**config.mk**
```make
export PLATFORM = sky130hd
export DESIGN_NAME = pipelined_adder
export DESIGN_NICKNAME = d
export VERILOG_FILES = /design/src/rtl/adder_pkg.sv /design/src/rtl/adder_seg.sv /design/src/rtl/pipelined_adder.sv
export SDC_FILE = /design/constraint.sdc
export NUM_CORES = 1
export LEC_CHECK = 0
export ABC_AREA = 1
export CORE_ASPECT_RATIO = 0.9
export CORE_MARGIN = 2
export CORE_UTILIZATION = 56
export CTS_BUF_LIST = sky130_fd_sc_hd__clkbuf_2
export DETAILED_ROUTE_END_ITERATION = 8
export GPL_TIMING_DRIVEN = 0
export HOLD_SLACK_MARGIN = 0.03
export PLACE_DENSITY = 0.89
export SLEW_MARGIN = 20
export SYNTH_ARGS = -nofsm -noshare
export SYNTH_HDL_FRONTEND = slang
export SYNTH_SLANG_ARGS = --single-unit
```
**constraint.sdc**
```tcl
create_clock -name clk -period 3.46 [get_ports clk]
set_clock_uncertainty 0.2 [all_clocks]
set_input_delay 0.692 -clock clk [delete_from_list [all_inputs] [get_ports clk]]
set_output_delay 0.692 -clock clk [all_outputs]
set_load 0.1 [all_outputs]
```
**src/rtl/adder_pkg.sv**
```systemverilog
// Shared constants and helpers for the segmented pipelined adder.
package adder_pkg;

    localparam int unsigned DEF_WIDTH = 16;
    localparam int unsigned DEF_SEG   = 4;

    // Number of pipeline stages for a given operand width and segment size.
    function automatic int unsigned num_stages(input int unsigned width, input int unsigned seg);
        return width / seg;
    endfunction

endpackage

```
**src/rtl/adder_seg.sv**
```systemverilog
// W-bit combinational ripple-carry segment built from full-adder cells.
module adder_seg
    import adder_pkg::*;
#(
    parameter int unsigned W = DEF_SEG
) (
    input  logic [W-1:0] a,
    input  logic [W-1:0] b,
    input  logic         ci,
    output logic [W-1:0] s,
    output logic         co
);

    // Ripple the carry through one full-adder cell per bit.
    always_comb begin
        logic c;
        c = ci;
        s = '0;
        for (int unsigned i = 0; i < W; i++) begin
            s[i] = a[i] ^ b[i] ^ c;
            c    = (a[i] & b[i]) | (c & (a[i] ^ b[i]));
        end
        co = c;
    end

endmodule

```
**src/rtl/pipelined_adder.sv**
```systemverilog
// Pipelined adder: one SEG-bit segment per stage, carry registered between
// stages, not-yet-added operand bits carried forward in delay registers.
// The whole pipeline advances unless the output is valid and not accepted.
// Optional signed-overflow output: define PIPELINED_ADDER_OVF_EN.
module pipelined_adder
    import adder_pkg::*;
#(
    parameter int unsigned WIDTH = DEF_WIDTH,
    parameter int unsigned SEG   = DEF_SEG
) (
    input  logic             clk,
    input  logic             rst,
    input  logic [WIDTH-1:0] a,
    input  logic [WIDTH-1:0] b,
    input  logic             cin,
    input  logic             in_valid,
    output logic             in_ready,
    output logic [WIDTH-1:0] sum,
    output logic             cout,
    output logic             out_valid,
    input  logic             out_ready
`ifdef PIPELINED_ADDER_OVF_EN
    ,
    output logic             ovf
`endif
);

    localparam int unsigned STAGES = num_stages(WIDTH, SEG);

    logic w_adv;

    assign in_ready = !(out_valid && !out_ready);
    assign w_adv    = in_ready;

`ifdef PIPELINED_ADDER_OVF_EN
    logic r_ovf;
`endif

    for (genvar k = 0; k < STAGES; k++) begin : g_st
        localparam int unsigned LO = k * SEG;

        // Operand bits not yet consumed, from bit LO upward.
        logic [WIDTH-1:LO]    w_ha;
        logic [WIDTH-1:LO]    w_hb;
        logic                 w_ci;
        logic                 w_vin;
        logic [SEG-1:0]       w_s;
        logic                 w_co;
        logic [LO+SEG-1:0]    w_sum_nx;

        logic                 r_vld;
        logic                 r_c;
        logic [LO+SEG-1:0]    r_sum;

        if (k == 0) begin : g_first
            assign w_ha     = a;
            assign w_hb     = b;
            assign w_ci     = cin;
            assign w_vin    = in_valid;
            assign w_sum_nx = w_s;
        end else begin : g_next
            assign w_ha     = g_st[k-1].g_dly.r_ha;
            assign w_hb     = g_st[k-1].g_dly.r_hb;
            assign w_ci     = g_st[k-1].r_c;
            assign w_vin    = g_st[k-1].r_vld;
            assign w_sum_nx = {w_s, g_st[k-1].r_sum};
        end

        adder_seg #(.W(SEG)) u_seg (
            .a  (w_ha[LO +: SEG]),
            .b  (w_hb[LO +: SEG]),
            .ci (w_ci),
            .s  (w_s),
            .co (w_co)
        );

        // Stage register: valid, carry and accumulated low sum bits.
        always_ff @(posedge clk) begin
            if (rst) begin
                r_vld <= 1'b0;
                r_c   <= 1'b0;
                r_sum <= '0;
            end else if (w_adv) begin
                r_vld <= w_vin;
                r_c   <= w_co;
                r_sum <= w_sum_nx;
            end
        end

        if (k < STAGES - 1) begin : g_dly
            logic [WIDTH-1:LO+SEG] r_ha;
            logic [WIDTH-1:LO+SEG] r_hb;

            // Skew the higher operand segments toward their stage.
            always_ff @(posedge clk) begin
                if (w_adv) begin
                    r_ha <= w_ha[WIDTH-1:LO+SEG];
                    r_hb <= w_hb[WIDTH-1:LO+SEG];
                end
            end
        end

`ifdef PIPELINED_ADDER_OVF_EN
        if (k == STAGES - 1) begin : g_ovf
            // Signed overflow from the operand sign bits that reach the last stage.
            always_ff @(posedge clk) begin
                if (rst) begin
                    r_ovf <= 1'b0;
                end else if (w_adv) begin
                    r_ovf <= (w_ha[WIDTH-1] == w_hb[WIDTH-1]) &&
                             (w_s[SEG-1] != w_ha[WIDTH-1]);
                end
            end
        end
`endif
    end

    assign sum       = g_st[STAGES-1].r_sum;
    assign cout      = g_st[STAGES-1].r_c;
    assign out_valid = g_st[STAGES-1].r_vld;
`ifdef PIPELINED_ADDER_OVF_EN
    assign ovf       = r_ovf;
`endif

endmodule

```
After elaboration in Yosys (flattened, before gate mapping)
Cells that the tools add are included.

Register bits: 96. Output and inout bits: 19. Logic and storage cells: 101.

Bitwise operators: 80. Reductions and logical operators: 3.

Operator list (number): 1-bit bitwise AND (32); 1-bit bitwise XOR (32); 1-bit OR (16); 1-bit zero test (2); 1-bit logical AND (1).

Depth between registers and ports, before layout
Gate-level depths: netlist (run 1).

Word-level depth: 9. Mapped depth: 10. Mapped depth without buffers: 10.

By module
Synthesis (run 1) repeated with hierarchy kept, for this count alone.

Cells, all modules: 415. Area, all modules: 3972.6 um^2.

Modules (own cells, without submodules): pipelined_adder (instances 1, cells an instance 359, area each 3502.1 um^2, sequential area each 2402.3 um^2); adder_seg (instances 4, cells an instance 14, area each 117.6 um^2, sequential area each 0.0 um^2).

Worst setup path before layout (run 1)
No wires, ideal clock.

Path kind: flip-flop to flip-flop. From: register g_st[3].r_vld (netlist: out_valid). To: register g_st[0].g_dly.r_ha[10] in the netlist's numbering (enable). Setup time: 0.798 ns. Arrival: 2.805 ns. Path slack: -0.343 ns. Stages on the path, launching flop included: 4. Buffers on the path: 2. Clock period less this slack: 3.803 ns. Cell sequence: dfxtp_1 -> buf_2 -> buf_4 -> nand2_1.

Word-level cells in the longest chain between the ends: 1.

Ends and longest elaborated chain: from (decl) (RTL line pipelined_adder.sv:51) `logic r_vld;`; from (signal assigned) (RTL line pipelined_adder.sv:84) `r_vld <= w_vin;`; 1-bit logical AND (RTL line pipelined_adder.sv:32) `assign in_ready = !(out_valid && !out_ready);`; to (signal assigned) (RTL line pipelined_adder.sv:97) `r_ha <= w_ha[WIDTH-1:LO+SEG];`; to (decl) (RTL line pipelined_adder.sv:91) `logic [WIDTH-1:LO+SEG] r_ha;`.

No other way between the ends. A chain may end at the register's enable or synchronous reset.

Final worst setup path (run 1)
From: input out_ready. To: output in_ready.

Word-level cells in the longest chain between the ends: 3.

Ends and longest elaborated chain: from (decl) (RTL line pipelined_adder.sv:21) `input logic out_ready`; 1-bit zero test (RTL line pipelined_adder.sv:32); 1-bit logical AND (RTL line pipelined_adder.sv:32); 1-bit zero test (RTL line pipelined_adder.sv:32); to (decl) (RTL line pipelined_adder.sv:17) `output logic in_ready,`.

No other way between the ends.

==> impl_metrics.tcl, run 1 <==
set metrics [dict create \
    num_vias 2622 \
    cts_root_buf "clkbuf_2" \
    synth_common_cells "95 x nor2_1, 88 x inv_1, 48 x dfxtp_1, 48 x edfxtp_1, 48 x nand2_1" \
    ys_seq_area_share_pct 60.9 \
    crit_type "in -> out" \
    cts_made_buffers 9 \
    gp_congestion 0.796 \
    cts_sinks 96 \
    postCtsSetupBuffers 0 \
    syn_avg_cell_area_um2 9.55 \
    synth_ff_type "edfxtp_1" \
    n_antenna_cell 0 \
    fp.dieW_um 92.4 \
    fmax_mhz 309 \
    via_per_inst 4.54 \
    synth-seq-cells 96 \
    r2r_slack_ps 1020 \
    grt_pass1_wl_mm 10.4 \
    end_kind "primary output" \
    die_h_um 83.6 \
    r2r-end "sum[15]" \
    grt-ovfl-total 0 \
    first_pass_iters 5 \
    drt_iter0_drc 173 \
    tns_ps 0 \
    fin_util_pct 68.3 \
    clock_latency_ps 530 \
    layout_worst_path_cycle_share_pct 93.4 \
    yosysUniqueCellTypes 13 \
    min_period_ps 3230 \
    crit_end "in_ready" \
    status "complete, no violations" \
    synth_top_area_share_pct 36.6 \
    finalSetupViolCount 0 \
    min_path_type "reg -> reg" \
    tightest_slew_ps 978 \
    syn_nets 466 \
    finalNetCount 532 \
    cpPeakStageDelay_ps 440 \
    rr_worst_depth 10 \
    power_density_nw_per_um2 488 \
    track_usage_pct 17.2 \
    cpMaxStageDelayCell "clkdlybuf4s50_1" \
    cts_tree "built" \
    worst_ep_required_time_ps 2570 \
    peakVddDrop_mv 0.308 \
    cts.clk_slew.worst_paths_ps 230 \
    drc 0 \
    grt_max_degree 51 \
    yosys.area.top_type "edfxtp_1" \
    start_util_pct 56.9 \
    grt_setup_unrepaired "false" \
    wl_per_cell_um 10.4 \
    grt_pass1_vias 2524 \
    path_common_cell "buf_2" \
    cp_max_fo 50 \
    htree_levels 3 \
    place_ws_ps -1210 \
    syn-instance-count 413 \
    synth.most_common_cell "nor2_1" \
    ios 56 \
    io_buffers 55 \
    ys_warn_count 0 \
    antenna_left 0 \
    finalWorstSetupSlack_ps 228 \
    syn2layout_area_growth_pct 20.0 \
    fp-row-count 29 \
    antenna_found_initial 0 \
    worstReg2RegStart "g_st[2].g_dly.r_ha[12]" \
    leakage_nw 2.03 \
    clockBufferDepth 2 \
    synth_area_leaders "edfxtp_1 37%, dfxtp_1 24%, nor2_1 9.0%" \
    hold_buffers 0 \
    hold_violations 0 \
    synth-async-reset-ratio_pct 0 \
    drv_slew 0 \
    synth_edf_count 48 \
    synth_area_um2 3940 \
    slew_headroom_pct 34.6 \
    power_mw 2.31 \
    worstPathCellList "clkdlybuf4s50_1 > inv_2 > buf_2 > buf_2 > nand2_8 > buf_4" \
    start_kind "input port" \
    drv_cap 0 \
    startpoint "out_ready" \
    coreArea_um2 6930 \
    die-area_um2 7730 \
    dp_hpwl_mm 4.37 \
    drt_wl_total_mm 6.00 \
    final_layout_size_suffix_gt1_share_pct 6.20 \
    critical_path_arrival_ps 2340 \
]
-- layer usage --
layer | vias up | share of wire (%) | GRT usage [%]
met4 | 0 | 1.3 | 5.56
met1 | 1170 | 43 | 20.0
met5 | - | 0 | 0
met3 | 11 | 5.8 | 5.42
met2 | 72 | 50 | 30.3
li1 | 1369 | - | -
-- power breakdown --
group / total (mW) / internal, mW / leakage (nW) / switching (mW)
Combinational: 0.463 / 0.162 / 1.06 / 0.302
Sequential: 1.34 / 1.29 / 0.902 / 0.0454
Clock: 0.504 / 0.167 / 0.0674 / 0.338
-- cell type report --
class                           count  area, um2
Tap cell                           93        116
Multi-Input combinational cell    207       1110
Sequential cell                    96       2400
Fill cell                         509       2200
Clock inverter                      6       58.8
Buffer                             20        105
Clock buffer                       10       50.0
Timing Repair Buffer               55        548
Inverter                           90        338
-- cells in the final DEF (no fill, tap or decap) --
| cell type | instances |
|---|---|
| buf_2 | 6 |
| fa_1 | 16 |
| clkbuf_2 | 10 |
| inv_6 | 1 |
| clkinv_2 | 1 |
| edfxtp_1 | 48 |
| nand3_1 | 47 |
| clkinv_1 | 2 |
| inv_2 | 2 |
| clkinvlp_4 | 1 |
| bufinv_16 | 1 |
| a21oi_1 | 1 |
| nand2_1 | 47 |
| dfxtp_1 | 48 |
| nand2_8 | 1 |
| buf_1 | 2 |
| buf_4 | 7 |
| clkbuf_1 | 6 |
| nor2_1 | 95 |
| clkdlybuf4s50_1 | 54 |
| inv_1 | 88 |
-- worst min path at each step --
stage               cells after the start                    from  slack [ps]                     end
detailed placement                      0  g_st[0].g_dly.r_ha[11]         200  g_st[1].g_dly.r_ha[11]
global placement                        0  g_st[1].g_dly.r_ha[15]         200  g_st[2].g_dly.r_ha[15]
floorplan                               0  g_st[0].g_dly.r_ha[10]         200  g_st[1].g_dly.r_ha[10]
CTS                                     0  g_st[1].g_dly.r_ha[12]         220  g_st[2].g_dly.r_ha[12]
finish                                  0  g_st[1].g_dly.r_ha[12]         220  g_st[2].g_dly.r_ha[12]
global route                            0  g_st[1].g_dly.r_hb[13]         240  g_st[2].g_dly.r_hb[13]
-- flip-flops by register name (all words and copies together) (netlist names) --
signal           cells
g_st.r_vld           3
cout                 1
g_st.r_c             3
g_st.g_dly.r_hb     24
g_st.g_dly.r_ha     24
g_st.r_sum          24
out_valid            1
sum                 16
-- kinds of logic (layout without fill, tap and decap cells) --
family                   count (synthesis)  after routing  share of synthesized area, %
AO/OA/AOI/OAI                            1              1                         0.127
flip-flops                              96             96                          60.9
AND/OR/NAND/NOR                        190            190                          19.6
adder cells (fa/ha/maj)                 16             16                          8.12
buffers and inverters                  110            181                          11.2
-- critical path, delay by kind of cell --
kind / cells / cell delay (ps)
buf+inv: 5 / 1360
simple gates: 1 / 280
-- per-stage QoR --
stage / instances / area, um2 / hold slack, ps
5_1_grt: 577 / 4730 / 235
3_3_place_gp: 561 / 4610 / 201
6_report: 577 / 4730 / 221
2_1_floorplan: 413 / 3950 / 200
4_1_cts: 577 / 4720 / 220
3_5_place_dp: 561 / 4610 / 205
-- repair_timing --
action,CTS,global route
endpoints found under the hold margin,0,0
endpoints found under the setup margin,1,1
gates resized for setup,7,1
No activity file was read; power rests on OpenSTA's default activity.
==> run 2: changes to the inputs <==
--- a/config.mk
+++ b/config.mk
@@ -13,8 +13,9 @@
 export DETAILED_ROUTE_END_ITERATION = 8
 export GPL_TIMING_DRIVEN = 0
 export HOLD_SLACK_MARGIN = 0.03
-export PLACE_DENSITY = 0.89
+export PLACE_DENSITY_LB_ADDON = 0.3
 export SLEW_MARGIN = 20
 export SYNTH_ARGS = -nofsm -noshare
 export SYNTH_HDL_FRONTEND = slang
+export SYNTH_HIERARCHICAL = 1
 export SYNTH_SLANG_ARGS = --single-unit
==> impl_metrics.tcl, run 2 <==
set metrics [dict create \
    status "complete, no violations" \
    htree_levels 3 \
    peakVddDrop_mv 0.329 \
    min_path_type "reg -> reg" \
    postCtsSetupBuffers 0 \
    tns_ps 0 \
    syn-instance-count 415 \
    grt_max_degree 30 \
    seqCellArea_um2 2400 \
    cp_max_fo 10 \
    ys_seq_area_share_pct 60.5 \
    drt_iter0_drc 147 \
    multi_input_area_um2 1110 \
    synth_edf_count 48 \
    synth_ff_type "edfxtp_1" \
    yosys.area.top_type "edfxtp_1" \
    cts_tree "built" \
    num_vias 2668 \
    crit_type "in -> out" \
    finalNetCount 535 \
    coreArea_um2 6970 \
    synth_area_um2 3970 \
    cp_top_family "buffers and inverters" \
    synth_top_area_share_pct 36.3 \
    worst_ep_required_time_ps 2570 \
    worstReg2RegStart "g_st[2].g_dly.r_ha[12]" \
    finalWorstSetupSlack_ps 229 \
    gp_congestion 0.814 \
    cp_num_buf_inv 5 \
    grt_pass1_vias 2496 \
    leakage_nw 2.07 \
    placed_cell_area_um2 4670 \
    finalNonFillerCells 580 \
    grt_setup_unrepaired "false" \
    io_buffers 55 \
    worstPathCellList "clkdlybuf4s50_1 > inv_2 > buf_2 > buf_6 > nand2_1 > clkdlybuf4s15_2" \
    layout_commonest_cell "nor2_1" \
    wl_met2_mm 3.33 \
    cts_made_buffers 9 \
    whs_ps 235 \
    antenna_left 0 \
    power_mw 2.36 \
    clockBufferDepth 2 \
    layout_common_cells "94 x nor2_1, 88 x inv_1, 54 x clkdlybuf4s50_1" \
    r2r_slack_ps 1010 \
    grt-ovfl-total 0 \
    synth-async-reset-ratio_pct 0 \
    cpMaxStageDelayCell "clkdlybuf4s50_1" \
    yosysUniqueCellTypes 14 \
    via_per_inst 4.60 \
    track_usage_pct 18.2 \
    ios 56 \
    n_antenna_cell 0 \
    layout_worst_path_cycle_share_pct 93.4 \
    hold_buffers 0 \
    tightest_slew_ps 964 \
    die-area_um2 7780 \
    cts_root_buf "clkbuf_2" \
    drt-met1-wl_mm 2.84 \
    wl_per_cell_um 11.2 \
    synth_common_cells "94 x nor2_1, 88 x inv_1, 49 x nand2_1" \
    cpPeakStageDelay_ps 570 \
    synth-seq-cells 96 \
    rr_worst_depth 10 \
    fillCellCount 556 \
    whs_path_depth 0 \
    ys_warn_count 6 \
    drv_slew 0 \
    final_layout_size_suffix_gt1_share_pct 7.19 \
    fin_util_pct 68.8 \
    startpoint "out_ready" \
    min_period_ps 3230 \
    fmax_mhz 310 \
    finalSetupViolCount 0 \
    syn_nets 468 \
    power_density_nw_per_um2 492 \
    wl_met3_um 275 \
    drt_wl_total_mm 6.50 \
    clock_latency_ps 520 \
    antenna_found_initial 0 \
    largest_registers "g_st.g_dly.r_ha x24, g_st.g_dly.r_hb x24, g_st.r_sum x24" \
    place_inst 564 \
    fp-row-count 29 \
    syn_avg_cell_area_um2 9.57 \
    syn2layout_area_growth_pct 20.7 \
    start_util_pct 57.0 \
    synth_area_leaders "edfxtp_1 36%, dfxtp_1 24%, nor2_1 8.9%" \
    die_h_um 83.9 \
    first_pass_iters 4 \
    final_cell_area_um2 4800 \
    fp.dieW_um 92.8 \
    r2r-end "sum[15]" \
    critical_path_arrival_ps 2340 \
    place_ws_ps -341 \
    crit_end "in_ready" \
    start_kind "input port" \
    slew_headroom_pct 35.5 \
    grt_pass1_wl_mm 11.0 \
    synth.most_common_cell "nor2_1" \
    drv_cap 0 \
    path_depth 6 \
    hold_violations 0 \
    drc 0 \
    end_kind "primary output" \
    dp_hpwl_mm 4.71 \
    highest_layer "met4" \
    cts_sinks 96 \
    cts.clk_slew.worst_paths_ps 250 \
]
[run 2: cell count changes after synthesis, sizes merged]
cell	previous run	this run
nand2	48	49
clkbuf	6	7
[run 2: worst register-to-register path: stages, from the launching register on]
cell and delay (ps):
edfxtp_1 460, fa_1 430, inv_1 70, fa_1 150
inv_1 50, fa_1 390, inv_1 90, fa_1 400
inv_1 60, nor2_1 40, nor2_1 80
[run 2: kinds of logic after synthesis]
family	count (synthesis)	synth area share [%]
buffers and inverters	111	11.6
DFF	96	60.5
AOI/OAI and AO/OA	1	0.126
adders and majority gates	16	8.06
and+or+nand+nor	191	19.7
[run 2: final cells by class]
cell class / count / area share [%]
Clock inverter: 7 / 1.67
Buffer: 21 / 2.58
Inverter: 90 / 7.04
Timing Repair Buffer: 56 / 12.1
Multi-Input combinational cell: 208 / 23.2
Sequential cell: 96 / 50.1
Tap cell: 93 / 2.43
Clock buffer: 9 / 0.939
[run 2: report_power, final]
group          switching, mW  internal, mW  leakage, nW
sequential            0.0457          1.29        0.902
combinational          0.303         0.164         1.09
clock                  0.372         0.177       0.0760
total                  0.721          1.64         2.07
[run 2: metal layers]
metal  track usage [%]  up-vias
li1                  -     1375
met4              4.28        0
met3              6.87        6
met1              22.4     1233
met5                 0        -
met2              30.5       54
[run 2: worst min-delay path by stage]
stage	startpoint	to	slack (ps)
detailed placement	g_st[0].g_dly.r_hb[8]	g_st[1].g_dly.r_hb[8]	200
global route	g_st[0].g_dly.r_ha[12]	g_st[1].g_dly.r_ha[12]	250
global placement	g_st[0].g_dly.r_hb[13]	g_st[1].g_dly.r_hb[13]	200
floorplan	g_st[0].g_dly.r_ha[10]	g_st[1].g_dly.r_ha[10]	200
finish	g_st[0].g_dly.r_ha[12]	g_st[1].g_dly.r_ha[12]	230
CTS	g_st[0].g_dly.r_ha[12]	g_st[1].g_dly.r_ha[12]	240
[run 2: repair_timing]
action | 4_1_cts | 5_1_grt
resized for setup | 3 | 0
setup endpoints to repair | 1 | 0
endpoints found under the hold margin | 0 | 0
==> run 3: changes to the inputs <==
--- a/config.mk
+++ b/config.mk
@@ -8,13 +8,13 @@
 export ABC_AREA = 1
 export CORE_ASPECT_RATIO = 0.9
 export CORE_MARGIN = 2
-export CORE_UTILIZATION = 56
+export CORE_UTILIZATION = 50
 export CTS_BUF_LIST = sky130_fd_sc_hd__clkbuf_2
 export DETAILED_ROUTE_END_ITERATION = 8
 export GPL_TIMING_DRIVEN = 0
 export HOLD_SLACK_MARGIN = 0.03
 export PLACE_DENSITY_LB_ADDON = 0.3
-export SLEW_MARGIN = 20
+export SLEW_MARGIN = 40
 export SYNTH_ARGS = -nofsm -noshare
 export SYNTH_HDL_FRONTEND = slang
 export SYNTH_HIERARCHICAL = 1
==> impl_metrics.tcl, run 3 (same netlist as run 2, synthesis figures left out) <==
set metrics [dict create \
    syn2layout_area_growth_pct 18.0 \
    largest_registers "g_st.g_dly.r_ha x24, g_st.g_dly.r_hb x24, g_st.r_sum x24" \
    grt_setup_unrepaired "false" \
    p_comb_share_pct 19.3 \
    fp.dieW_um 98.0 \
    via_per_inst 4.51 \
    crit_type "in -> out" \
    switching_power_uw 761 \
    start_util_pct 52.1 \
    tightest_slew_ps 489 \
    final_cell_area_um2 4690 \
    grt_pass1_wl_mm 11.0 \
    end_kind "primary output" \
    grt-ovfl-total 0 \
    hold_buffers 0 \
    fp-row-count 30 \
    first_pass_iters 4 \
    power_mw 2.32 \
    sw_frac_of_total_pct 32.8 \
    drc 0 \
    p_int_mw 1.56 \
    tns_ps 0 \
    grt_max_degree 49 \
    postCtsSetupBuffers 0 \
    fmax_mhz 324 \
    num_vias 2628 \
    cts_sinks 96 \
    whs_ps 258 \
    min_period_ps 3090 \
    drv_slew 0 \
    critical_path_arrival_ps 2200 \
    io_buffers 55 \
    ios 56 \
    clockBufferDepth 2 \
    whs_path_depth 0 \
    wl_per_cell_um 10.9 \
    coreArea_um2 7620 \
    start_kind "input port" \
    clock_latency_ps 580 \
    power_density_nw_per_um2 495 \
    layout_commonest_cell "nor2_1" \
    track_usage_pct 16.4 \
    worst_ep_required_time_ps 2570 \
    peakVddDrop_mv 0.273 \
    drv_cap 0 \
    placed_cell_area_um2 4580 \
    die_h_um 88.6 \
    antenna_left 0 \
    antenna_found_initial 0 \
    rr_worst_depth 10 \
    drt_wl_total_mm 6.36 \
    clkPwrFrac_pct 23.0 \
    n_antenna_cell 0 \
    grt_pass1_vias 2461 \
    slew_headroom_pct 67.6 \
    cp_max_fo 10 \
    dp_hpwl_mm 4.53 \
    final_layout_size_suffix_gt1_share_pct 11.1 \
    layout_worst_path_cycle_share_pct 89.2 \
    min_path_type "reg -> reg" \
    finalNonFillerCells 583 \
    drt_iter0_drc 122 \
    layout_common_cells "94 x nor2_1, 88 x inv_1, 48 x nand2_1, 48 x dfxtp_1, 48 x edfxtp_1" \
    finalNetCount 535 \
    p_seq_share_pct 57.7 \
    htree_levels 3 \
    die-area_um2 8670 \
    place_inst 567 \
    status "complete, no violations" \
    cts_made_buffers 9 \
    cts_tree "built" \
    fillCellCount 645 \
    leakage_nw 2.10 \
    cts_root_buf "clkbuf_2" \
    hold_violations 0 \
    cts.clk_slew.worst_paths_ps 260 \
    finalSetupViolCount 0 \
    ctsResizeCount 0 \
    gp_congestion 0.827 \
]
==> run 3: cell types whose count changed in the layout (fill, tap and decap cells not counted), sizes merged <==
cell           before  now
buf                15   34
clkdlybuf4s50      54   36
inv                92   95
clkinv              4    2
bufinv              1    0
clkdlybuf4s15       1    0
==> run 3: final cells by class <==
type	count	area (um2)	area share (%)
tap	96	120	2.56
timing repair buffer	56	475	10.1
sequential	96	2400	51.2
clock buffer	9	45.0	0.961
multi-input combinational	208	1120	23.8
inverter	90	338	7.20
buffer	21	124	2.64
clock inverter	7	68.8	1.47
==> run 3: worst paths after layout <==
check                         from               endpoint  slack (ps)
max                      out_ready               in_ready         370
min          g_st[0].g_dly.r_hb[8]  g_st[1].g_dly.r_hb[8]         260
min reg2reg  g_st[0].g_dly.r_hb[8]  g_st[1].g_dly.r_hb[8]         260
max reg2reg  g_st[1].g_dly.r_ha[8]      g_st[2].r_sum[11]        1050
==> run 3: per-layer routing <==
layer	track usage (%)	routed length (um)
met1	19.7	2870
met2	27.6	3010
met3	5.45	377
met4	6.57	105
met5	0	0
==> run 3: critical path, stage by stage <==
cell             delay (ps)
clkdlybuf4s50_1         580
inv_2                    70
buf_2                   210
buf_6                   180
nand2_1                  50
buf_2                   420
==> run 3: power groups by stage <==
stage	Sequential [mW]	Combinational (mW)	Clock [mW]
floorplan	1.50	0.189	0
global placement	1.36	0.459	0
detailed placement	1.36	0.449	0
CTS	1.34	0.452	0.549
global route	1.35	0.499	0.598
finish	1.34	0.449	0.534
==> run 3: stage by stage <==
step / util (%) / setup WS, ps
5_1_grt: 61.5 / 324
3_5_place_dp: 60.0 / 337
2_1_floorplan: - / 340
6_report: 61.5 / 372
4_1_cts: 61.5 / 365
3_3_place_gp: 60.9 / -334
